[config.mk]
export PLATFORM = sky130hd
export DESIGN_NAME = alu_op_sequencer
export DESIGN_NICKNAME = d
export VERILOG_FILES = /design/src/rtl/alu_op_sequencer.sv
export SDC_FILE = /design/constraint.sdc
export NUM_CORES = 1
export LEC_CHECK = 0
export CAP_MARGIN = 20
export CORE_ASPECT_RATIO = 1.2
export CORE_MARGIN = 2
export CORE_UTILIZATION = 35
export CTS_CLUSTER_SIZE = 14
export DETAILED_ROUTE_END_ITERATION = 10
export HOLD_SLACK_MARGIN = 0.02
export SLEW_MARGIN = 15
export SYNTH_ARGS = -nofsm -noshare
export SYNTH_HDL_FRONTEND = slang
export SYNTH_HIERARCHICAL = 1
export SYNTH_SLANG_ARGS = --single-unit
[constraint.sdc]
create_clock -name clk -period 5 [get_ports clk]
set_input_delay 1 -clock clk [delete_from_list [all_inputs] [get_ports clk]]
set_output_delay 1 -clock clk [all_outputs]
set_load 0.01 [all_outputs]
[src/rtl/alu_op_sequencer.sv]
// Multicycle sequencer that runs one add/sub/mul/div at a time through
// combinational datapath units and hands the result out on valid/ready.

module full_adder #(
  parameter int WIDTH = 4
) (
  input  logic [WIDTH-1:0] a,
  input  logic [WIDTH-1:0] b,
  input  logic             cin,
  output logic [WIDTH-1:0] sum,
  output logic             cout
);
  assign {cout, sum} = {1'b0, a} + {1'b0, b} + {{WIDTH{1'b0}}, cin};
endmodule

module full_subtractor #(
  parameter int WIDTH = 4
) (
  input  logic [WIDTH-1:0] a,
  input  logic [WIDTH-1:0] b,
  input  logic             bin,
  output logic [WIDTH-1:0] diff,
  output logic             bout
);
  logic [WIDTH:0] ext;

  // The extra top bit goes to 1 exactly when a < b + bin, i.e. the borrow.
  assign ext  = {1'b0, a} - {1'b0, b} - {{WIDTH{1'b0}}, bin};
  assign diff = ext[WIDTH-1:0];
  assign bout = ext[WIDTH];
endmodule

module multiplier #(
  parameter int WIDTH = 4
) (
  input  logic [WIDTH-1:0]   a,
  input  logic [WIDTH-1:0]   b,
  output logic [2*WIDTH-1:0] product
);
  assign product = {{WIDTH{1'b0}}, a} * {{WIDTH{1'b0}}, b};
endmodule

module divider #(
  parameter int WIDTH = 4
) (
  input  logic [WIDTH-1:0] a,
  input  logic [WIDTH-1:0] b,
  output logic [WIDTH-1:0] quotient,
  output logic [WIDTH-1:0] remainder,
  output logic             div_zero
);
  always_comb begin
    if (b == '0) begin
      quotient  = '1;
      remainder = a;
      div_zero  = 1'b1;
    end else begin
      quotient  = a / b;
      remainder = a % b;
      div_zero  = 1'b0;
    end
  end
endmodule

module alu_op_sequencer #(
  parameter int WIDTH      = 4,
  parameter int ADDSUB_LAT = 1,
  parameter int MUL_LAT    = 2,
  parameter int DIV_LAT    = 4
) (
  input  logic             clk,
  input  logic             rst_n,
  input  logic             in_valid,
  output logic             in_ready,
  input  logic [1:0]       op,
  input  logic [WIDTH-1:0] in1,
  input  logic [WIDTH-1:0] in2,
  output logic             out_valid,
  input  logic             out_ready,
  output logic [WIDTH-1:0] result_low,
  output logic [WIDTH-1:0] result_high,
  output logic             carry,
  output logic             div_zero,
  output logic             busy,
  output logic [7:0]       ops_done
);
  localparam int MAX_AM  = (ADDSUB_LAT > MUL_LAT) ? ADDSUB_LAT : MUL_LAT;
  localparam int MAX_LAT = (MAX_AM > DIV_LAT) ? MAX_AM : DIV_LAT;
  localparam int CNT_W   = (MAX_LAT > 1) ? $clog2(MAX_LAT) : 1;

  typedef enum logic [1:0] {IDLE, EXEC, DONE} state_e;
  typedef enum logic [1:0] {OP_ADD = 2'b00, OP_SUB = 2'b01, OP_MUL = 2'b10, OP_DIV = 2'b11} op_e;

  function automatic logic [CNT_W-1:0] lat_m1(input op_e o);
    case (o)
      OP_ADD, OP_SUB: return CNT_W'(ADDSUB_LAT - 1);
      OP_MUL:         return CNT_W'(MUL_LAT - 1);
      default:        return CNT_W'(DIV_LAT - 1);
    endcase
  endfunction

  state_e             state_q, state_d;
  logic [CNT_W-1:0]   cnt_q, cnt_d;
  op_e                op_q, op_d;
  logic [WIDTH-1:0]   a_q, a_d, b_q, b_d;
  logic [WIDTH-1:0]   lo_q, lo_d, hi_q, hi_d;
  logic               carry_q, carry_d, dz_q, dz_d;
  logic [7:0]         ops_done_q, ops_done_d;

  logic [WIDTH-1:0]   add_sum, sub_diff, div_quo, div_rem;
  logic               add_cout, sub_bout, div_dz;
  logic [2*WIDTH-1:0] mul_prod;

  // Datapath sees only the latched operands, so it settles undisturbed.
  full_adder      #(.WIDTH(WIDTH)) u_add (.a(a_q), .b(b_q), .cin(1'b0), .sum(add_sum), .cout(add_cout));
  full_subtractor #(.WIDTH(WIDTH)) u_sub (.a(a_q), .b(b_q), .bin(1'b0), .diff(sub_diff), .bout(sub_bout));
  multiplier      #(.WIDTH(WIDTH)) u_mul (.a(a_q), .b(b_q), .product(mul_prod));
  divider         #(.WIDTH(WIDTH)) u_div (.a(a_q), .b(b_q), .quotient(div_quo),
                                          .remainder(div_rem), .div_zero(div_dz));

  always_comb begin
    // NOTE: every _d gets its hold value first so no path can infer a latch.
    state_d    = state_q;
    cnt_d      = cnt_q;
    op_d       = op_q;
    a_d        = a_q;
    b_d        = b_q;
    lo_d       = lo_q;
    hi_d       = hi_q;
    carry_d    = carry_q;
    dz_d       = dz_q;
    ops_done_d = ops_done_q;

    case (state_q)
      IDLE: begin
        if (in_valid) begin
          op_d    = op_e'(op);
          a_d     = in1;
          b_d     = in2;
          cnt_d   = lat_m1(op_e'(op));
          state_d = EXEC;
        end
      end
      EXEC: begin
        if (cnt_q != '0) begin
          cnt_d = cnt_q - CNT_W'(1);
        end else begin
          state_d = DONE;
          hi_d    = '0;
          carry_d = 1'b0;
          dz_d    = 1'b0;
          case (op_q)
            OP_ADD: begin
              lo_d    = add_sum;
              carry_d = add_cout;
            end
            OP_SUB: begin
              lo_d    = sub_diff;
              carry_d = sub_bout;
            end
            OP_MUL: {hi_d, lo_d} = mul_prod;
            default: begin
              lo_d = div_quo;
              hi_d = div_rem;
              dz_d = div_dz;
            end
          endcase
        end
      end
      DONE: begin
        if (out_ready) begin
          state_d    = IDLE;
          ops_done_d = ops_done_q + 8'd1;
        end
      end
      default: state_d = IDLE;
    endcase
  end

  always_ff @(posedge clk) begin
    // NOTE: operand and result registers are reset too, because the result
    // outputs are observable straight after reset.
    if (!rst_n) begin
      state_q    <= IDLE;
      cnt_q      <= '0;
      op_q       <= OP_ADD;
      a_q        <= '0;
      b_q        <= '0;
      lo_q       <= '0;
      hi_q       <= '0;
      carry_q    <= 1'b0;
      dz_q       <= 1'b0;
      ops_done_q <= 8'd0;
    end else begin
      // NOTE: non-blocking so every register samples pre-edge values.
      state_q    <= state_d;
      cnt_q      <= cnt_d;
      op_q       <= op_d;
      a_q        <= a_d;
      b_q        <= b_d;
      lo_q       <= lo_d;
      hi_q       <= hi_d;
      carry_q    <= carry_d;
      dz_q       <= dz_d;
      ops_done_q <= ops_done_d;
    end
  end

  assign in_ready    = (state_q == IDLE);
  assign out_valid   = (state_q == DONE);
  assign busy        = (state_q != IDLE);
  assign result_low  = lo_q;
  assign result_high = hi_q;
  assign carry       = carry_q;
  assign div_zero    = dz_q;
  assign ops_done    = ops_done_q;
endmodule

==> results.py, run 1 <==
metrics = {
    "outcome": {
        "status": "complete, no violations",
    },
    "final_layout": {
        "nNetsFinal": 426,
        "fill_cells": 772,
        "diodes": 0,
        "drive_above_1_share_pct": 10.3,
        "final_cell_mix": "48 x nand2_1, 34 x ha_1, 34 x clkdlybuf4s50_1",
        "layout_commonest_cell": "nand2_1",
        "stdcell_count": 462,
        "syn_to_final_growth_pct": 21.2,
    },
    "sta": {
        "rsz0062_at_grt": "no",
        "finalCriticalPeriod_ns": 4.65,
        "relSlewSlack_pct": 58.0,
        "period_share_pct": 93.0,
        "worst_hold_slack_ns": 0.454,
        "setup_ws_ns": 0.349,
        "fmax_ghz": 0.215,
        "tightest_slew_ns": 0.629,
        "tns_ns": 0,
        "setup_viol": 0,
        "final.setup_skew_ns": 0.00997,
        "hold_viol": 0,
        "slew_violations": 0,
    },
    "global_route": {
        "antenna_found_initial": 0,
        "grt_pass1_wl_mm": 11.1,
        "grt-ovfl-total": 0,
        "grt_max_degree": 37,
        "track_usage_pct": 15.8,
        "grt_pass1_vias": 2336,
    },
    "worst_setup_path": {
        "worstPathRequired_ns": 5.17,
        "cp-start-kind": "register",
        "cp-end-kind": "register",
        "reg2reg_depth": 22,
        "critical_path_class": "reg -> reg",
        "cp_max_fo": 7,
        "cp.arrival_ns": 4.82,
    },
    "min_path": {
        "min_path_type": "reg -> reg",
        "hold_path_depth": 2,
    },
    "yosys": {
        "synthArstFlopShare_pct": 0,
        "synth_top_cell_by_area": "dfxtp_1",
        "ys_ff_latch": 32,
        "netlist_instances": 329,
        "synth_edf_count": 0,
        "syn_area_um2": 2830,
        "synth_top_area_share_pct": 22.7,
        "avgSynthCellArea_um2": 8.59,
        "synthDistinctLibCells": 53,
        "synthTopCellsByArea": "dfxtp_1 23%, ha_1 15%, fa_1 6.4%",
        "yosys_warnings": 6,
        "seq_area_frac_synth_pct": 22.7,
        "synth_ff_type": "dfxtp_1",
    },
    "die": {
        "coreArea_um2": 7750,
        "ios": 35,
        "dieArea_um2": 8810,
        "initial_core_util_pct": 36.4,
        "fp.dieH_um": 102,
        "num_rows": 35,
        "die_x_um": 86.0,
    },
    "route": {
        "firstDrtPassIters": 4,
        "vias_per_cell": 5.12,
        "dr_total_vias": 2366,
        "wl_per_cell_um": 14.3,
        "met3_length_um": 194,
        "drtIter0Drc": 69,
        "postRouteAntennaNets": 0,
        "remaining_drc_errors": 0,
        "highest_layer": "met4",
        "totalWireLength_mm": 6.59,
        "wl_met1_mm": 2.93,
        "wl_met2_mm": 3.33,
    },
    "power": {
        "peakVddDrop_mv": 0.102,
        "p_per_area_nw_per_um2": 269,
        "p_leak_nw": 1.51,
    },
    "place": {
        "numPortBuffers": 34,
        "globalplace.congestion": 0.870,
        "dp.cells": 453,
        "hpwl_mm": 5.21,
        "dp_slack_ns": 0.264,
    },
    "clock_network": {
        "clockBufferDepth": 2,
        "cts-root-buf": "clkbuf_8",
        "clock_sinks": 32,
        "post-cts-setup-buffers": 0,
        "worstSkewPairLatency_ns": 0.28,
        "clk_pin_slew_ns": 0.07,
        "h-tree-depth": 2,
        "tritoncts": "yes",
        "cts_inserted_buffers": 5,
    },
    "job": {
        "maxCapViolCount": 0,
    },
}
-- power by group --
part	switching [W]	leakage [nW]	internal [W]
sequential	0.0000209	0.260	0.000267
clock	0.0000973	0.0552	0.000148
combinational	0.000206	1.19	0.000183
-- layout make-up --
cell class	count	area (um^2)	share of cell area [%]
inverters	29	109	3.18
clock buffers	6	72.6	2.12
clock inverters	2	35.0	1.02
flip-flops and latches	32	641	18.7
repair buffers	41	400	11.7
well taps	92	115	3.36
multi-input cells	260	2050	59.9
-- cells by family (layout without fill, tap and decap cells) --
kind of cell | count (synthesis) | after routing | share of synthesized area (%)
muxes | 11 | 11 | 6.02
adders and majority gates | 43 | 43 | 21.4
AOI/OAI and AO/OA | 64 | 64 | 15.8
buffers and inverters | 38 | 78 | 5.45
other | 1 | 2 | 0.133
DFF | 32 | 32 | 22.7
and+or+nand+nor | 121 | 121 | 22.6
xor gates and xnor gates | 19 | 19 | 5.89
-- worst max-delay path: stages (launching register included) --
cell	delay (ns)
dfxtp_1	0.31
inv_1	0.13
ha_1	0.20
nor4b_2	0.23
a2bb2oi_2	0.18
ha_1	0.25
o21a_1	0.14
o211ai_2	0.27
mux2i_2	0.29
inv_1	0.07
ha_1	0.33
o211ai_1	0.12
a21o_1	0.23
nand2_1	0.08
o21ai_0	0.16
fa_1	0.47
a21oi_1	0.14
o21a_2	0.21
nand2_1	0.09
o221a_1	0.23
mux2_2	0.26
nand3_1	0.08
a21boi_1	0.06
-- worst paths after layout --
check,slack (ns),to,start
max reg2reg,0.35,result_high[3]$_SDFFE_PN0P_,b_q[0]$_SDFFE_PN0P_
min,0.45,result_low[1]$_SDFFE_PN0P_,result_low[1]$_SDFFE_PN0P_
max,0.35,result_high[3]$_SDFFE_PN0P_,b_q[0]$_SDFFE_PN0P_
min reg2reg,0.45,result_low[1]$_SDFFE_PN0P_,result_low[1]$_SDFFE_PN0P_
-- what timing repair did --
| action | in CTS | in global routing |
|---|---|---|
| endpoints found under the setup margin | 0 | 5 |
| hold buffers | 0 | 0 |
| gates resized for setup | 0 | 4 |
-- state kept, by name (all words and copies together), names as in the netlist --
register	count
a_q	4
b_q	4
carry	1
cnt_q	2
div_zero	1
op_q	2
ops_done	8
result_high	4
result_low	4
state_q	2
-- synth_stat cells (2+ instances only) --
cell type,number
a21oi_1,13
nand4_1,4
nor2b_1,3
nor3_2,3
xor2_1,8
nand3b_1,3
nor2_1,6
mux2_2,4
nand2_1,48
o211a_1,2
a21oi_2,2
a21boi_1,17
nand3_1,14
buf_2,3
o211ai_1,2
nor3_1,2
a21o_1,3
mux4_2,4
o21ai_1,2
dfxtp_1,32
o21ai_0,9
clkbuf_1,4
o21a_1,4
nor3b_1,2
ha_1,34
nand2b_1,5
mux2i_1,2
xnor2_1,11
fa_1,9
and2_1,22
and3b_1,2
inv_1,29
-- layer usage --
layer | vias up | track usage (%)
met3 | 15 | 2.34
met1 | 1093 | 18.7
met5 | - | 0
li1 | 1206 | -
met4 | 0 | 4.88
met2 | 52 | 29.2
-- through the flow --
| stage | area [um^2] | total power, W | utilization, % |
|---|---|---|---|
| 2_1_floorplan | 2830 | 0.000574 | - |
| 3_3_place_gp | 3280 | 0.000665 | 42.4 |
| 3_5_place_dp | 3280 | 0.000671 | 42.4 |
| 4_1_cts | 3390 | 0.000919 | 43.8 |
| 5_1_grt | 3420 | 0.000987 | 44.2 |
| 6_report | 3420 | 0.000922 | 44.2 |
(Power assumes the default switching activity.)
==> run 2, diff against run 1 <==
==> constraint.sdc (replaced) <==
create_clock -name clk -period 5.8 [get_ports clk]
set_input_delay 1.16 -clock clk [delete_from_list [all_inputs] [get_ports clk]]
set_output_delay 1.16 -clock clk [all_outputs]
set_load 0.01 [all_outputs]
==> results.py, run 2 (same netlist as run 1, synthesis figures left out) <==
metrics = {
    "outcome": {
        "status": "complete, no violations",
    },
    "min_path": {
        "min_path_type": "reg -> reg",
    },
    "power": {
        "p_leak_nw": 1.47,
        "p_per_area_nw_per_um2": 232,
        "p_total_w": 0.000781,
        "peakVddDrop_mv": 0.0829,
    },
    "clock_network": {
        "clk_pin_slew_ns": 0.07,
        "h-tree-depth": 2,
        "cts-root-buf": "clkbuf_8",
        "post-cts-setup-buffers": 0,
        "clock_sinks": 32,
        "cts.repair.resized": 0,
        "tritoncts": "yes",
        "clockBufferDepth": 2,
        "cts_inserted_buffers": 5,
        "worstSkewPairLatency_ns": 0.29,
        "cts_hold_buffers": 0,
    },
    "worst_setup_path": {
        "critical_path_class": "reg -> reg",
        "r2r_slack_ns": 0.79,
        "cp-end-kind": "register",
        "cp-start-kind": "register",
        "cp_max_fo": 10,
        "cp.arrival_ns": 5.18,
        "worstPathRequired_ns": 5.97,
    },
    "final_layout": {
        "diodes": 0,
        "largest_reg_flops": 8,
        "layout_commonest_cell": "nand2_1",
        "syn_to_final_growth_pct": 19.0,
        "final_cell_mix": "48 x nand2_1, 34 x ha_1, 34 x clkdlybuf4s50_1",
        "nNetsFinal": 420,
        "stdcell_count": 456,
        "drive_above_1_share_pct": 7.69,
    },
    "sta": {
        "hold_viol": 0,
        "tns_ns": 0,
        "setup_ws_ns": 0.790,
        "rsz0062_at_grt": "no",
        "slew_violations": 0,
        "period_share_pct": 86.4,
        "setup_viol": 0,
        "relSlewSlack_pct": 58.7,
        "tightest_slew_ns": 0.618,
        "final.setup_skew_ns": 0.00807,
        "finalCriticalPeriod_ns": 5.01,
        "fmax_ghz": 0.200,
    },
    "die": {
        "coreArea_um2": 7750,
        "fp.dieH_um": 102,
        "num_rows": 35,
        "ios": 35,
        "dieArea_um2": 8810,
        "initial_core_util_pct": 36.4,
        "die_x_um": 86.0,
    },
    "route": {
        "remaining_drc_errors": 0,
        "drtIter0Drc": 71,
        "vias_per_cell": 5.12,
        "wl_per_cell_um": 13.6,
        "totalWireLength_mm": 6.19,
        "dr_total_vias": 2333,
        "postRouteAntennaNets": 0,
        "firstDrtPassIters": 4,
    },
    "global_route": {
        "grt_pass1_wl_mm": 10.3,
        "antenna_found_initial": 0,
        "grt_pass1_vias": 2146,
        "grt-ovfl-total": 0,
        "grt_max_degree": 37,
        "track_usage_pct": 14.7,
    },
    "place": {
        "dp.cells": 447,
        "globalplace.congestion": 0.880,
        "dp_slack_ns": 0.813,
        "hpwl_mm": 4.91,
        "numPortBuffers": 34,
    },
    "job": {
        "maxCapViolCount": 0,
    },
}
==> run 2: cell types whose count changed in the layout (fill, tap and decap cells not counted), sizes merged <==
cell  change
buf       -6
==> run 2: layer usage <==
metal / share of wire, % / GRT usage [%]
met5: 0 / 0
met4: 1.7 / 5.49
met3: 2.3 / 1.70
met2: 50 / 26.5
met1: 46 / 17.9
==> run 2: path summary, 6_finish.rpt <==
kind,start,to,depth (start not counted)
max reg2reg,b_q[0]$_SDFFE_PN0P_,result_high[3]$_SDFFE_PN0P_,22
min reg2reg,result_low[1]$_SDFFE_PN0P_,result_low[1]$_SDFFE_PN0P_,2
max,b_q[0]$_SDFFE_PN0P_,result_high[3]$_SDFFE_PN0P_,22
min,result_low[1]$_SDFFE_PN0P_,result_low[1]$_SDFFE_PN0P_,2
==> run 2: critical path: stages, from the launching register on <==
cell,delay [ns]
dfxtp_1,0.44
inv_1,0.20
ha_1,0.19
nor4b_1,0.27
a2bb2oi_1,0.24
ha_1,0.28
o21a_1,0.14
o211ai_2,0.23
mux2i_1,0.31
inv_1,0.07
ha_1,0.33
o211ai_1,0.12
a21o_1,0.23
nand2_1,0.08
o21ai_0,0.15
fa_1,0.45
a21oi_1,0.14
o21a_1,0.26
nand2_1,0.10
o221a_1,0.26
mux2_2,0.27
nand3_1,0.08
a21boi_1,0.06
==> run 2: per-stage QoR <==
step | hold slack, ns | instance area, um^2 | util [%]
after detailed placement | 0.450 | 3240 | 41.8
final | 0.455 | 3360 | 43.4
after floorplan | 0.462 | 2830 | -
after CTS | 0.459 | 3350 | 43.2
after global routing | 0.472 | 3360 | 43.4
after global placement | 0.447 | 3240 | 41.8
==> run 2: power breakdown <==
group / total [W] / internal (W) / switching, W / leakage (nW)
logic: 0.000317 / 0.000150 / 0.000167 / 1.16
clock network: 0.000210 / 0.000127 / 0.0000827 / 0.0552
registers: 0.000254 / 0.000231 / 0.0000235 / 0.260
total: 0.000781 / 0.000508 / 0.000274 / 1.47
==> run 2: area by class of cell <==
type	instances	area [um^2]
multi-input cells	260	2030
repair buffers	35	355
flip-flops and latches	32	641
clock inverters	2	35.0
inverters	29	109
clock buffers	6	72.6
fillers	771	4390
well taps	92	115
==> run 3, diff against run 2 <==
--- a/config.mk
+++ b/config.mk
@@ -6,7 +6,7 @@
 export NUM_CORES = 1
 export LEC_CHECK = 0
 export CAP_MARGIN = 20
-export CORE_ASPECT_RATIO = 1.2
+export CORE_ASPECT_RATIO = 0.6
 export CORE_MARGIN = 2
 export CORE_UTILIZATION = 35
 export CTS_CLUSTER_SIZE = 14
==> results.py, run 3 (same netlist as run 1, synthesis figures left out) <==
metrics = {
    "outcome": {
        "status": "complete, no violations",
    },
    "worst_setup_path": {
        "worstPathRequired_ns": 5.97,
        "cp.arrival_ns": 5.32,
        "worstPathCellList": "inv_1, ha_1, nor4b_1, a2bb2oi_1, ha_1, o21a_1, o211ai_2, mux2i_1, inv_1, ha_1, o211ai_1, a21o_1, nand2_1, o21ai_0, fa_1, a21oi_1, o21a_1, nand2_1, o221a_1, mux2_2, nand3_1, a21boi_1",
        "cp_max_fo": 10,
        "cp_slowest_stage_delay_ns": 0.45,
        "cpMostUsedCell": "ha_1",
        "cp_slowest_cell": "dfxtp_1",
        "cp-start-kind": "register",
        "critical_path_class": "reg -> reg",
        "cp-end-kind": "register",
    },
    "sta": {
        "final.setup_skew_ns": 0.00443,
        "setup_viol": 0,
        "rsz0062_at_grt": "no",
        "slew_violations": 0,
        "fmax_ghz": 0.194,
        "relSlewSlack_pct": 57.7,
        "period_share_pct": 88.8,
        "tightest_slew_ns": 0.634,
        "tns_ns": 0,
        "finalCriticalPeriod_ns": 5.15,
        "hold_viol": 0,
    },
    "place": {
        "post_dp_cell_area_um2": 3260,
        "hpwl_mm": 5.39,
        "numPortBuffers": 34,
        "globalplace.congestion": 0.893,
    },
    "route": {
        "vias_per_cell": 5.02,
        "firstDrtPassIters": 4,
        "wl_per_cell_um": 15.0,
        "drtIter0Drc": 137,
        "totalWireLength_mm": 7.09,
        "postRouteAntennaNets": 0,
        "remaining_drc_errors": 0,
        "dr_total_vias": 2363,
    },
    "final_layout": {
        "nNetsFinal": 419,
        "design_area_um2": 3400,
        "drive_above_1_share_pct": 7.99,
        "layout_commonest_cell": "nand2_1",
        "syn_to_final_growth_pct": 20.5,
        "multiInputGateArea_um2": 2030,
        "largest_reg_flops": 8,
        "final_util_pct": 43.3,
        "fill_cells": 810,
        "final_cell_mix": "48 x nand2_1, 34 x ha_1, 33 x clkdlybuf4s50_1",
        "seqCellArea_um2": 641,
        "diodes": 0,
    },
    "power": {
        "seq_power_share_pct": 30.3,
        "power_frac_clock_pct": 31.5,
        "p_per_area_nw_per_um2": 248,
        "swShare_pct": 34.9,
        "p_total_w": 0.000844,
        "combPwrFrac_pct": 38.2,
        "power.internal_w": 0.000549,
        "p_sw_w": 0.000295,
        "peakVddDrop_mv": 0.119,
        "p_leak_nw": 1.49,
    },
    "clock_network": {
        "cts.repair.resized": 0,
        "tritoncts": "yes",
        "cts-root-buf": "clkbuf_16",
        "clockBufferDepth": 2,
        "cts_hold_buffers": 0,
        "clock_sinks": 32,
        "post-cts-setup-buffers": 0,
        "h-tree-depth": 2,
        "cts_inserted_buffers": 5,
        "worstSkewPairLatency_ns": 0.28,
        "clk_pin_slew_ns": 0.05,
    },
    "global_route": {
        "grt_pass1_vias": 2276,
        "antenna_found_initial": 0,
        "grt-ovfl-total": 0,
        "global_route.usage.met3_pct": 3.88,
        "grt_max_degree": 37,
        "use_met1_pct": 26.4,
        "grt_pass1_wl_mm": 11.6,
        "top_usage_layer": "met1",
        "track_usage_pct": 17.1,
        "met2_usage_pct": 24.2,
    },
    "die": {
        "ios": 35,
        "fp.dieH_um": 73.6,
        "coreArea_um2": 7850,
        "initial_core_util_pct": 36.0,
        "dieArea_um2": 8830,
        "die_x_um": 120,
        "num_rows": 25,
    },
    "min_path": {
        "min_path_type": "reg -> reg",
    },
    "job": {
        "maxCapViolCount": 0,
    },
}
run 3: changes by cell type in the layout (fill, tap and decap cells not counted), sizes merged:
| cell | before | now |
|---|---|---|
| clkdlybuf4s50 | 34 | 33 |
| bufinv | 1 | 0 |
| clkinv | 1 | 2 |
run 3: cell type report:
cell class	count	share of cell area (%)
inverters	29	3.20
repair buffers	34	9.85
flip-flops and latches	32	18.8
clock inverters	2	0.294
clock buffers	6	4.08
multi-input cells	260	59.8
well taps	108	3.97
run 3: through the flow:
step / setup WS, ns / hold slack (ns) / instances
after floorplan: 1.42 / 0.462 / 330
after CTS: 0.690 / 0.455 / 471
after global routing: 0.272 / 0.483 / 471
final: 0.648 / 0.451 / 471
after global placement: 0.843 / 0.439 / 463
after detailed placement: 0.710 / 0.444 / 463
run 3: path summary, 6_finish.rpt:
kind	from	slack (ns)	end	depth (start not counted)
worst max-delay path	b_q[0]$_SDFFE_PN0P_	0.65	result_high[3]$_SDFFE_PN0P_	22
worst min-delay path	div_zero$_SDFFE_PN0P_	0.45	div_zero$_SDFFE_PN0P_	2
worst max register to register	b_q[0]$_SDFFE_PN0P_	0.65	result_high[3]$_SDFFE_PN0P_	22
worst min register to register	div_zero$_SDFFE_PN0P_	0.45	div_zero$_SDFFE_PN0P_	2
run 3: power groups by stage:
stage          registers [W]  logic (W)  clock network, W
2_1_floorplan       0.000250   0.000245                 0
3_3_place_gp        0.000261   0.000310                 0
3_5_place_dp        0.000261   0.000314                 0
4_1_cts             0.000257   0.000317          0.000272
5_1_grt             0.000260   0.000359          0.000280
6_report            0.000256   0.000322          0.000266
run 3: per-layer routing:
metal / part of all wire [%] / vias to the layer above
li1: - / 1193
met1: 53 / 1113
met2: 41 / 52
met3: 5.6 / 5
met4: 0.51 / 0
met5: 0 / -
run 3: worst max-delay path, delay by kind of cell (launching register included):
| kind | cells | cell delay (ns) |
|---|---|---|
| fa+ha+maj | 4 | 1.27 |
| buf+inv | 2 | 0.29 |
| flops | 1 | 0.45 |
| compound gates | 10 | 1.85 |
| simple gates | 4 | 0.51 |
| mux | 2 | 0.64 |
